==> src/rtl/clkdiv_pkg.sv <==
// Shared types, constants and helpers for the multi-channel clock divider.
// Optional feature macro: CLKDIV_PHASE_EN (per-channel start phase).
package clkdiv_pkg;

  // Widest supported divisor and channel index (up to 16 channels plus an
  // extra bit so an out-of-range index can still be represented).
  localparam int unsigned DIV_W_MAX = 16;
  localparam int unsigned CH_IDX_W  = 5;

  // Smallest divisor that produces a real divided wave; at or below it the
  // channel runs in bypass.
  localparam int unsigned DIV_MIN = 1;

  typedef logic [CH_IDX_W-1:0]  ch_idx_t;
  typedef logic [DIV_W_MAX-1:0] div_t;

  // Number of high cycles in one period.
  function automatic div_t half_period(input div_t d);
    return d >> 1;
  endfunction

endpackage

==> src/rtl/clkdiv_channel.sv <==
// One divider channel: period counter, active/shadow divisor, pending flag
// and registered div_out / tick_out.
// Ports:
//   clk, rst (async active-low), en (run enable), wr (decoded divisor write),
//   wr_div (new divisor), wr_phase (CLKDIV_PHASE_EN only: start phase),
//   pending (shadow waiting to apply), div_out (square wave), tick_out (period strobe).
module clkdiv_channel
  import clkdiv_pkg::*;
#(
  parameter int unsigned DIV_W       = 8,
  parameter int unsigned DEFAULT_DIV = 2
) (
  input  logic             clk,
  input  logic             rst,
  input  logic             en,
  input  logic             wr,
  input  logic [DIV_W-1:0] wr_div,
`ifdef CLKDIV_PHASE_EN
  input  logic [DIV_W-1:0] wr_phase,
`endif
  output logic             pending,
  output logic             div_out,
  output logic             tick_out
);

  localparam logic [DIV_W-1:0] DEF_DIV = DIV_W'(DEFAULT_DIV);

  logic [DIV_W-1:0] cnt;
  logic [DIV_W-1:0] active_div;
  logic [DIV_W-1:0] shadow_div;

  logic             bypass_c;
  logic             wrap_c;
  logic             apply_c;
  logic [DIV_W-1:0] last_c;
  logic [DIV_W-1:0] half_c;
  logic [DIV_W-1:0] cur_c;

`ifdef CLKDIV_PHASE_EN
  logic [DIV_W-1:0] phase_sh;
  logic             en_q;
`endif

  // Period bookkeeping: where we are now and whether this edge ends a period.
  always_comb begin
    bypass_c = (active_div <= DIV_W'(DIV_MIN));
    last_c   = active_div - DIV_W'(1);
    half_c   = DIV_W'(half_period(div_t'(active_div)));
    cur_c    = cnt;
`ifdef CLKDIV_PHASE_EN
    // First enabled edge starts from the programmed phase (or 0 if out of range).
    if (!en_q) cur_c = (phase_sh < active_div) ? phase_sh : '0;
`endif
    wrap_c   = bypass_c || (cur_c == last_c);
    // Idle channels have no period in flight, so a shadow may apply any time.
    apply_c  = !en || wrap_c;
  end

  // Counter, outputs and divisor shadowing.
  always_ff @(posedge clk or negedge rst) begin
    if (!rst) begin
      cnt        <= '0;
      active_div <= DEF_DIV;
      shadow_div <= DEF_DIV;
      pending    <= 1'b0;
      div_out    <= 1'b0;
      tick_out   <= 1'b0;
    end else begin
      if (!en) begin
        cnt      <= '0;
        div_out  <= 1'b0;
        tick_out <= 1'b0;
      end else if (bypass_c) begin
        cnt      <= '0;
        div_out  <= 1'b1;
        tick_out <= 1'b1;
      end else begin
        cnt      <= wrap_c ? '0 : cur_c + DIV_W'(1);
        div_out  <= (cur_c < half_c);
        tick_out <= (cur_c == '0);
      end

      if (apply_c && pending) active_div <= shadow_div;

      // A write coinciding with an apply lets the old shadow go live and
      // keeps the new value pending for the next boundary.
      if (wr) begin
        shadow_div <= wr_div;
        pending    <= 1'b1;
      end else if (apply_c) begin
        pending    <= 1'b0;
      end
    end
  end

`ifdef CLKDIV_PHASE_EN
  // Phase shadow and enable history for the start-phase feature.
  always_ff @(posedge clk or negedge rst) begin
    if (!rst) begin
      phase_sh <= '0;
      en_q     <= 1'b0;
    end else begin
      en_q <= en;
      if (wr) phase_sh <= wr_phase;
    end
  end
`endif

endmodule

==> src/rtl/clk_divider_multi.sv <==
// Multi-channel runtime-programmable clock divider with glitch-free divisor
// updates at period boundaries.
// Optional feature macro: CLKDIV_PHASE_EN adds cfg_phase and per-channel start phase.
// Ports:
//   clk, rst (async active-low), en[CHANNELS] run enables,
//   cfg_wr/cfg_ch/cfg_div (divisor write), cfg_phase (CLKDIV_PHASE_EN only),
//   cfg_ack / cfg_err (one-cycle write response), pending[CHANNELS],
//   div_out[CHANNELS], tick_out[CHANNELS].
module clk_divider_multi
  import clkdiv_pkg::*;
#(
  parameter int unsigned CHANNELS    = 4,
  parameter int unsigned DIV_W       = 8,
  parameter int unsigned DEFAULT_DIV = 2
) (
  input  logic                       clk,
  input  logic                       rst,
  input  logic [CHANNELS-1:0]        en,
  input  logic                       cfg_wr,
  // One extra index bit so out-of-range channels are expressible and flagged.
  input  logic [$clog2(CHANNELS):0]  cfg_ch,
  input  logic [DIV_W-1:0]           cfg_div,
`ifdef CLKDIV_PHASE_EN
  input  logic [DIV_W-1:0]           cfg_phase,
`endif
  output logic                       cfg_ack,
  output logic                       cfg_err,
  output logic [CHANNELS-1:0]        pending,
  output logic [CHANNELS-1:0]        div_out,
  output logic [CHANNELS-1:0]        tick_out
);

  logic                in_range_c;
  logic [CHANNELS-1:0] wr_sel_c;

  // Channel decode; out-of-range writes select nothing.
  always_comb begin
    in_range_c = (ch_idx_t'(cfg_ch) < ch_idx_t'(CHANNELS));
    wr_sel_c   = '0;
    for (int i = 0; i < CHANNELS; i++) begin
      wr_sel_c[i] = cfg_wr && in_range_c && (ch_idx_t'(cfg_ch) == ch_idx_t'(i));
    end
  end

  // Write response, registered on the same edge that captures the write.
  always_ff @(posedge clk or negedge rst) begin
    if (!rst) begin
      cfg_ack <= 1'b0;
      cfg_err <= 1'b0;
    end else begin
      cfg_ack <= cfg_wr;
      cfg_err <= cfg_wr && !in_range_c;
    end
  end

  for (genvar g = 0; g < CHANNELS; g++) begin : g_ch
    clkdiv_channel #(
      .DIV_W       (DIV_W),
      .DEFAULT_DIV (DEFAULT_DIV)
    ) u_ch (
      .clk      (clk),
      .rst      (rst),
      .en       (en[g]),
      .wr       (wr_sel_c[g]),
      .wr_div   (cfg_div),
`ifdef CLKDIV_PHASE_EN
      .wr_phase (cfg_phase),
`endif
      .pending  (pending[g]),
      .div_out  (div_out[g]),
      .tick_out (tick_out[g])
    );
  end

endmodule

==> config.mk <==
export PLATFORM = sky130hd
export DESIGN_NAME = clk_divider_multi
export DESIGN_NICKNAME = d
export VERILOG_FILES = /design/src/rtl/clkdiv_pkg.sv /design/src/rtl/clkdiv_channel.sv /design/src/rtl/clk_divider_multi.sv
export SDC_FILE = /design/constraint.sdc
export NUM_CORES = 1
export LEC_CHECK = 0
export CORE_MARGIN = 4
export CORE_UTILIZATION = 61
export DETAILED_ROUTE_END_ITERATION = 6
export PLACE_DENSITY = 0.81
export REMOVE_ABC_BUFFERS = 1
export SKIP_CTS_REPAIR_TIMING = 1
export SYNTH_ARGS = -nofsm -noshare
export SYNTH_HDL_FRONTEND = slang
export SYNTH_SLANG_ARGS = --single-unit
==> constraint.sdc <==
create_clock -name clk -period 3.24 [get_ports clk]
set_input_delay 0.648 -clock clk [delete_from_list [all_inputs] [get_ports clk]]
set_output_delay 0.648 -clock clk [all_outputs]
set_load 0.05 [all_outputs]
* After elaboration in Yosys (flattened, before gate mapping)
Index checks and enable logic that the tools add are counted.
Cells by class: add/sub/neg operators 8, mux-type cells 36, magnitude comparators 9, reductions and logical operators 32, equal/unequal tests 7
Operators with widths (number):
- $mux W8 | 12
- $add A8 B1 Y8 const B | 4
- $eq A8 B8 Y1 | 4
- $le A8 B1 Y1 const B | 4
- $logic_not A8 Y1 | 4
- $lt A8 B7 Y1 | 4
- $sub A8 B1 Y8 const B | 4
- $mux W1 | 24
- $logic_and A1 B1 Y1 | 10
- $logic_or A1 B1 Y1 | 8
- $reduce_bool A2 Y1 | 4
- $eq A3 B2 Y1 const B | 2
- $logic_not A1 Y1 | 5
- $eq A3 B1 Y1 const B | 1
- $logic_not A3 Y1 | 1
- $lt A3 B3 Y1 const B | 1
Word-level totals: input bits 18, register bits after elaboration 110

* Logic depth before layout (Yosys ltp)
Gate-level depths: netlist of run 1.
word-level depth 6, mapped depth 10

* By module
Synthesis of run 1 repeated with hierarchy kept, for this count alone.
Unflattened totals: cell total of the unflattened synthesis 523, area total of the unflattened synthesis 6034.5 sq um
Modules (own cells, without submodules):
- clkdiv_channel | area each 1481.4 sq um, cells each 129, times used 4, seq. area each 678.2 sq um
- clk_divider_multi | area each 108.9 sq um, cells each 7, times used 1, seq. area each 50.0 sq um

* Worst setup path after synthesis of run 1
No wires, ideal clock.
kind flip-flop to flip-flop, from register g_ch[0].u_ch.active_div[1], to register g_ch[0].u_ch.active_div[3], cell stages (with the launch flop) 11, library setup time 0.125 ns, buffers on the path 2, clock period less this slack 2.661 ns, setup slack 0.579 ns, arrival time 2.537 ns, cell sequence dfstp_2 -> inv_1 -> ha_1 -> clkbuf_1 -> o21ba_2 -> a221oi_1 -> a41oi_1 -> nor4_4 -> o21a_1 -> buf_4 -> mux2_2
On the way: longest elaborated chain between the ends 5, elaborated cells on any way between the ends 6
RTL lines:
- from (decl) | RTL line clkdiv_channel.sv:29 | logic [DIV_W-1:0] active_div;
- from (signal assigned) | RTL line clkdiv_channel.sv:83 | if (apply_c && pending) active_div <= shadow_div;
- $sub A8 B1 Y8 | RTL line clkdiv_channel.sv:47 | last_c = active_div - DIV_W'(1);
- $eq A8 B8 Y1 | RTL line clkdiv_channel.sv:54 | wrap_c = bypass_c || (cur_c == last_c);
- $logic_or A1 B1 Y1 (*) | RTL line clkdiv_channel.sv:54
- $logic_or A1 B1 Y1 (*) | RTL line clkdiv_channel.sv:56 | apply_c = !en || wrap_c;
- $logic_and A1 B1 Y1 (*) | RTL line clkdiv_channel.sv:83
Every way passes the cells marked *; elsewhere a longest branch is shown, timed or not. A chain may end at the register's enable or synchronous reset.

* Final worst setup path of run 1
Same ends and word-level chain as after synthesis.

==> results of run 1 <==
## cell usage in the layout (no fill, tap or decap), drive strengths merged, types with 4 or more instances in the layout
cell / instances
ha: 40
o21bai: 7
nand2: 47
clkdlybuf4s50: 30
a22o: 4
dfrtp: 102
a21oi: 11
a21o: 10
nand3: 33
nor4b: 5
a211oi: 5
or3: 17
dfstp: 8
nor3: 17
nand4: 4
inv: 56
o311ai: 7
nand2b: 4
or4: 6
o211ai: 12
a31oi: 16
o21ai: 19
clkbuf: 10
xnor2: 29
and3: 17
xor2: 34
nor4: 5
and2: 5
buf: 7
o22ai: 16
mux2: 40
nor2: 40
## final timing paths
check,start,end,slack (ps),cells past startpoint
max in group asynchronous,rst,g_ch[2].u_ch.shadow_div[1]$_DFFE_PN1P_,2170,2
setup / recovery,g_ch[0].u_ch.active_div[1]$_DFFE_PN1P_,g_ch[0].u_ch.active_div[3]$_DFFE_PN0P_,270,8
hold reg to reg,g_ch[0].u_ch.shadow_div[0]$_DFFE_PN0P_,g_ch[0].u_ch.active_div[0]$_DFFE_PN0P_,500,1
hold / removal,rst,g_ch[3].u_ch.cnt[7]$_DFF_PN0_,280,1
min in group clk,g_ch[0].u_ch.shadow_div[0]$_DFFE_PN0P_,g_ch[0].u_ch.active_div[0]$_DFFE_PN0P_,500,1
setup reg to reg,g_ch[0].u_ch.active_div[1]$_DFFE_PN1P_,g_ch[0].u_ch.active_div[3]$_DFFE_PN0P_,270,8
## layer usage
metal  up-vias  global-route usage  part of all wire
li1       2403                   -                 -
met1      2457               0.303              0.45
met2       136               0.383              0.49
met3        18              0.0555             0.044
met4         0              0.0633             0.013
met5         -                   0                 0
## power by group
group	internal [W]	switching [W]	total, W
registers	0.00163	0.000287	0.00192
clock network	0.000300	0.000468	0.000767
logic	0.000614	0.000685	0.00130
## registers in the layout, summed over array words and instances (netlist names)
| signal | count |
|---|---|
| g_ch.u_ch.tick_out | 4 |
| cfg_err | 1 |
| g_ch.u_ch.pending | 4 |
| cfg_ack | 1 |
| g_ch.u_ch.shadow_div | 32 |
| g_ch.u_ch.active_div | 32 |
| g_ch.u_ch.div_out | 4 |
| g_ch.u_ch.cnt | 32 |
## area by class of cell
cell class | instances | area (um2) | area share
clock buffer | 10 | 138 | 0.0192
clock inverter | 4 | 31.3 | 0.00436
sequential | 110 | 2760 | 0.385
inverter | 53 | 199 | 0.0278
multi-input combinational | 478 | 3500 | 0.489
timing repair buffer | 37 | 365 | 0.0510
tap | 136 | 170 | 0.0237
## cell families (layout without fill, tap and decap cells)
logic type,after synthesis,after routing,share of synthesized area
mux,42,42,0.0704
xor+xnor,63,63,0.0826
simple gates,210,210,0.163
compound gates,123,123,0.133
buf+inv,91,104,0.0622
fa+ha+maj,40,40,0.0749
flops,110,110,0.414
## worst max-delay path, stage by stage (launching register included)
cell      delay [ps]
dfstp_2          570
inv_1             90
ha_1             280
o21ba_2          240
a221oi_1         340
a41oi_1          120
nor4_4           460
o21a_1           390
mux2_2           370
## per-stage QoR
step	total power (W)	utilization	hold slack [ps]	cells
finish	0.00399	0.682	277	828
global route	0.00425	0.682	325	828
CTS	0.00401	0.682	308	828
detailed placement	0.00324	0.666	485	814
global placement	0.00315	0.666	484	814
floorplan	0.00286	-	352	641
==> impl_metrics.env, run 1 <==
export IMPL_outcome="complete, no violations"
export IMPL_worst_setup_path_start_kind="flip-flop"
export IMPL_setup_viol=0
export IMPL_synth_seq_cells=110
export IMPL_h_tree_depth=3
export IMPL_fin_skew_ps=8.95
export IMPL_fp_dieH_um=113
export IMPL_core_mm2=0.0105
export IMPL_clock_latency_ps=380
export IMPL_path_max_fanout=8
export IMPL_firstDrtPassIters=5
export IMPL_leakage_nw=3.21
export IMPL_slew_viol_final=0
export IMPL_synth_top_cell_by_area="dfrtp_1"
export IMPL_cts_tree="built"
export IMPL_synthesis_area_mm2=0.00668
export IMPL_ios=32
export IMPL_setup_slack_ps=268
export IMPL_syn_inst=679
export IMPL_clk_pin_slew_ps=100
export IMPL_nFillCells=790
export IMPL_clock_sinks=110
export IMPL_wirelength_mm=13.8
export IMPL_cellPowerDensity_mw_per_mm2=556
export IMPL_gp_congestion=0.935
export IMPL_cts_root_buf="clkbuf_8"
export IMPL_cts_buffers=9
export IMPL_initial_core_util=0.636
export IMPL_max_freq_ghz=0.336
export IMPL_drtIter0Drc=260
export IMPL_grt_max_degree=61
export IMPL_ys_warn_count=0
export IMPL_synth_main_ff_cell="dfrtp_1"
export IMPL_hold_viol=0
export IMPL_ys_top_cells_by_area="dfrtp_1 38%, ha_1 7.5%, mux2_2 6.2%"
export IMPL_endpoint_kind="flip-flop"
export IMPL_diodes=0
export IMPL_pre_cts_ws_ps=292
export IMPL_portBuffers=31
export IMPL_cp_arrival_ps=3250
export IMPL_max_slew_worst_pin_slew_ps=859
export IMPL_slew_limit_headroom=0.425
export IMPL_rows=37
export IMPL_fin_nets=747
export IMPL_die_area_mm2=0.0127
export IMPL_grt_pass1_wl_mm=24.0
export IMPL_cts_buffer_depth=2
export IMPL_syn_to_final_growth_pct=7.30
export IMPL_finalCritPeriodShare=0.917
export IMPL_crit_type="reg2reg"
export IMPL_ys_seq_area_frac=0.414
export IMPL_final_antenna_net_count=0
export IMPL_post_route_min_period_ps=2970
export IMPL_fp_dieW_um=113
export IMPL_drive_gt1_frac=0.117
export IMPL_vias_per_cell=6.06
export IMPL_post_route_drc_count=0
export IMPL_grt_ovfl_total=0
export IMPL_grt_pass1_vias=5099
export IMPL_hp_class="in2async"
export IMPL_rsz0062_at_grt="no"
export IMPL_fin_area_mm2=0.00717
export IMPL_synth_avg_cell_area_um2=9.84
export IMPL_worst_ep_required_time_ps=3520
export IMPL_grt_usage=0.231
export IMPL_tns_ps=0
export IMPL_dp_hpwl_mm=10.2
export IMPL_routedWlPerCell_um=16.7
export IMPL_synth_common_cells="102 x dfrtp_1, 53 x inv_1, 47 x nand2_1"
export IMPL_synthDominantCellAreaShare=0.382
export IMPL_async_flop_share=1.00
export IMPL_synth_most_common_cell="dfrtp_1"
export IMPL_synth_edff_count=0
export IMPL_cap_violations=0
export IMPL_antenna_found_initial=0
export IMPL_dpl_cell_area_mm2=0.00700
export IMPL_vias=5014
export IMPL_synthDistinctLibCells=64
export IMPL_ir_drop_mv=0.521
Note: power is estimated with default switching activity, not from simulation.
==> run 2: changes to the inputs <==
--- a/config.mk
+++ b/config.mk
@@ -5,6 +5,7 @@
 export SDC_FILE = /design/constraint.sdc
 export NUM_CORES = 1
 export LEC_CHECK = 0
+export ABC_AREA = 1
 export CORE_MARGIN = 4
 export CORE_UTILIZATION = 61
 export DETAILED_ROUTE_END_ITERATION = 6
==> run 2 against run 1 <==
  * Sequential power up 14%
  * Via count up 0.72%
  * Clock power grew 15%
  * Final area down 4.3%
  * Global-route usage is essentially flat
  * Sequential share of layout area increased by 1.7 points
  * Wire length fell by 9.6%
  * Core utilization grew 0.73 points
  * Synthesized cell count grew 15%
  * Die area decreased by 4.7%
  * Clock skew up 4.6 ps
  * Critical path type is now reg2out
  * Highest routed layer unchanged
==> impl_metrics.env, run 2 <==
export IMPL_grt_ovfl_total=0
export IMPL_reg2reg_depth=13
export IMPL_firstDrtPassIters=5
export IMPL_async_flop_share=1.00
export IMPL_path_depth=1
export IMPL_routedWlPerCell_um=13.3
export IMPL_tns_ps=0
export IMPL_grt_max_degree=64
export IMPL_multiInputGateArea_mm2=0.00305
export IMPL_power_frac_comb=0.477
export IMPL_die_area_mm2=0.0121
export IMPL_highest_layer="met4"
export IMPL_post_route_drc_count=0
export IMPL_slew_limit_headroom=0.587
export IMPL_post_route_min_period_ps=2500
export IMPL_holdWs_ps=270
export IMPL_wirelength_mm=12.5
export IMPL_reg2reg_to="g_ch[0].u_ch.active_div[0]$_DFFE_PN0P_"
export IMPL_antenna_found_initial=0
export IMPL_fin_skew_ps=13.6
export IMPL_setup_viol=0
export IMPL_grt_usage=0.230
export IMPL_core_mm2=0.00995
export IMPL_clk_pin_slew_ps=100
export IMPL_rsz0062_at_grt="no"
export IMPL_leakage_nw=3.45
export IMPL_rows=36
export IMPL_ir_drop_mv=0.613
export IMPL_fin_nets=857
export IMPL_gp_congestion=0.914
export IMPL_clock_sinks=110
export IMPL_syn_inst=784
export IMPL_wl_met2_mm=5.93
export IMPL_cp_arrival_ps=1850
export IMPL_grt_pass1_wl_mm=21.9
export IMPL_cts_buffers=9
export IMPL_intPower_w=0.00323
export IMPL_syn_to_final_growth_pct=8.21
export IMPL_final_antenna_net_count=0
export IMPL_synthesis_area_mm2=0.00634
export IMPL_clock_latency_ps=400
export IMPL_nFillCells=823
export IMPL_cap_violations=0
export IMPL_synth_main_ff_cell="dfrtp_1"
export IMPL_diodes=0
export IMPL_r2r_start="g_ch[0].u_ch.active_div[0]$_DFFE_PN0P_"
export IMPL_p_sw_w=0.00264
export IMPL_synth_seq_cells=110
export IMPL_cts_root_buf="clkbuf_8"
export IMPL_portBuffers=31
export IMPL_path_cells="clkdlybuf4s50_1"
export IMPL_initial_core_util=0.637
export IMPL_ios=32
export IMPL_dpl_cell_area_mm2=0.00665
export IMPL_drive_gt1_frac=0.0585
export IMPL_ys_warn_count=0
export IMPL_max_freq_ghz=0.400
export IMPL_vias=5050
export IMPL_outcome="complete, no violations"
export IMPL_final_common_cell="nand2_1"
export IMPL_grt_pass1_vias=4938
export IMPL_pwr_share_seq=0.373
export IMPL_hold_viol=0
export IMPL_wl_met1_mm=5.79
export IMPL_final_cell_mix="190 x nand2_1, 102 x dfrtp_1, 91 x inv_1"
export IMPL_ys_seq_area_frac=0.436
export IMPL_place_inst=921
export IMPL_cellPowerDensity_mw_per_mm2=854
export IMPL_cts_buffer_depth=2
export IMPL_worst_ep_required_time_ps=2590
export IMPL_r2r_slack_ps=1110
export IMPL_slew_viol_final=0
export IMPL_fp_dieW_um=110
export IMPL_ys_top_cells_by_area="dfrtp_1 40%, nand2_1 11%, ha_1 7.9%"
export IMPL_h_tree_depth=3
export IMPL_setup_slack_ps=739
export IMPL_crit_type="reg2out"
export IMPL_p_clk_frac=0.150
export IMPL_worst_setup_path_start_kind="flip-flop"
export IMPL_fp_dieH_um=110
export IMPL_dp_hpwl_mm=9.38
export IMPL_pre_cts_ws_ps=953
export IMPL_hp_class="in2async"
export IMPL_drtIter0Drc=327
export IMPL_cp_num_buf_inv=1
export IMPL_max_stage_delay_ps=880
export IMPL_regArea_mm2=0.00276
export IMPL_synthDistinctLibCells=36
export IMPL_reg_top3="g_ch.u_ch.active_div (32), g_ch.u_ch.cnt (32), g_ch.u_ch.shadow_div (32)"
export IMPL_p_sw_frac=0.449
export IMPL_path_max_fanout=11
export IMPL_max_slew_worst_pin_slew_ps=620
export IMPL_fin_area_mm2=0.00686
export IMPL_cts_tree="built"
export IMPL_synth_avg_cell_area_um2=8.09
export IMPL_cp_top_family="buffers and inverters"
export IMPL_synth_edff_count=0
export IMPL_vias_per_cell=5.39
export IMPL_endpoint_kind="output pin"
export IMPL_cpMaxStageDelayCell="clkdlybuf4s50_1"
export IMPL_synthDominantCellAreaShare=0.402
export IMPL_instances_no_fill=937
export IMPL_finalCritPeriodShare=0.772
export IMPL_wl_met3_um=580
export IMPL_synth_top_cell_by_area="dfrtp_1"
export IMPL_synth_common_cells="190 x nand2_1, 102 x dfrtp_1, 91 x inv_1"
export IMPL_synth_most_common_cell="nand2_1"
## run 2: changes by cell type in the layout (fill, tap and decap cells not counted), sizes merged, moves of 11 or more
cell and change:
xnor2 -11, mux2 -40, o22ai -16, nand3 +43
nor2 +51, a31oi -13, or3 -17, and3 -16
inv +38, o21ai +30, nand2 +151
## run 2: kinds of logic after synthesis
group	count (synthesis)	share of synthesized area
adder cells (fa/ha/maj)	40	0.0789
buffers and inverters	120	0.0842
flip-flops	110	0.436
AND/OR/NAND/NOR	395	0.276
XOR/XNOR	42	0.0580
AO/OA/AOI/OAI	77	0.0675
## run 2: worst max-delay path by stage
stage | start | endpoint
3_5_place_dp | cfg_wr | g_ch[3].u_ch.shadow_div[3]$_DFFE_PN0P_
3_3_place_gp | cfg_wr | g_ch[0].u_ch.shadow_div[1]$_DFFE_PN1P_
6_report | g_ch[2].u_ch.pending$_DFFE_PN0P_ | pending[2]
5_1_grt | g_ch[2].u_ch.pending$_DFFE_PN0P_ | pending[2]
2_1_floorplan | g_ch[3].u_ch.active_div[1]$_DFFE_PN1P_ | g_ch[3].u_ch.active_div[0]$_DFFE_PN0P_
4_1_cts | g_ch[2].u_ch.pending$_DFFE_PN0P_ | pending[2]
## run 2: cell type report
class,instances,area share
Clock buffer,11,0.0221
Tap cell,133,0.0242
Inverter,92,0.0503
Timing Repair Buffer,32,0.0478
Multi-Input combinational cell,554,0.444
Sequential cell,110,0.403
Clock inverter,5,0.00930
## run 2: routing by layer
| metal | global-route usage | vias to the layer above |
|---|---|---|
| met5 | 0 | - |
| met4 | 0.0686 | 0 |
| met3 | 0.0570 | 21 |
| met2 | 0.381 | 97 |
| met1 | 0.299 | 2397 |
| li1 | - | 2535 |
## run 2: through the flow
stage	utilization	power (W)
final	0.689	0.00586
after global routing	0.689	0.00643
after CTS	0.689	0.00589
after detailed placement	0.668	0.00498
after global placement	0.668	0.00485
after floorplan	-	0.00428
## run 2: power groups by stage
stage               clock, W  combinational, W  sequential (W)
detailed placement         0           0.00278         0.00221
CTS                 0.000904           0.00280         0.00218
finish              0.000882           0.00280         0.00219
global placement           0           0.00266         0.00220
global route        0.000967           0.00322         0.00225
floorplan                  0           0.00199         0.00229
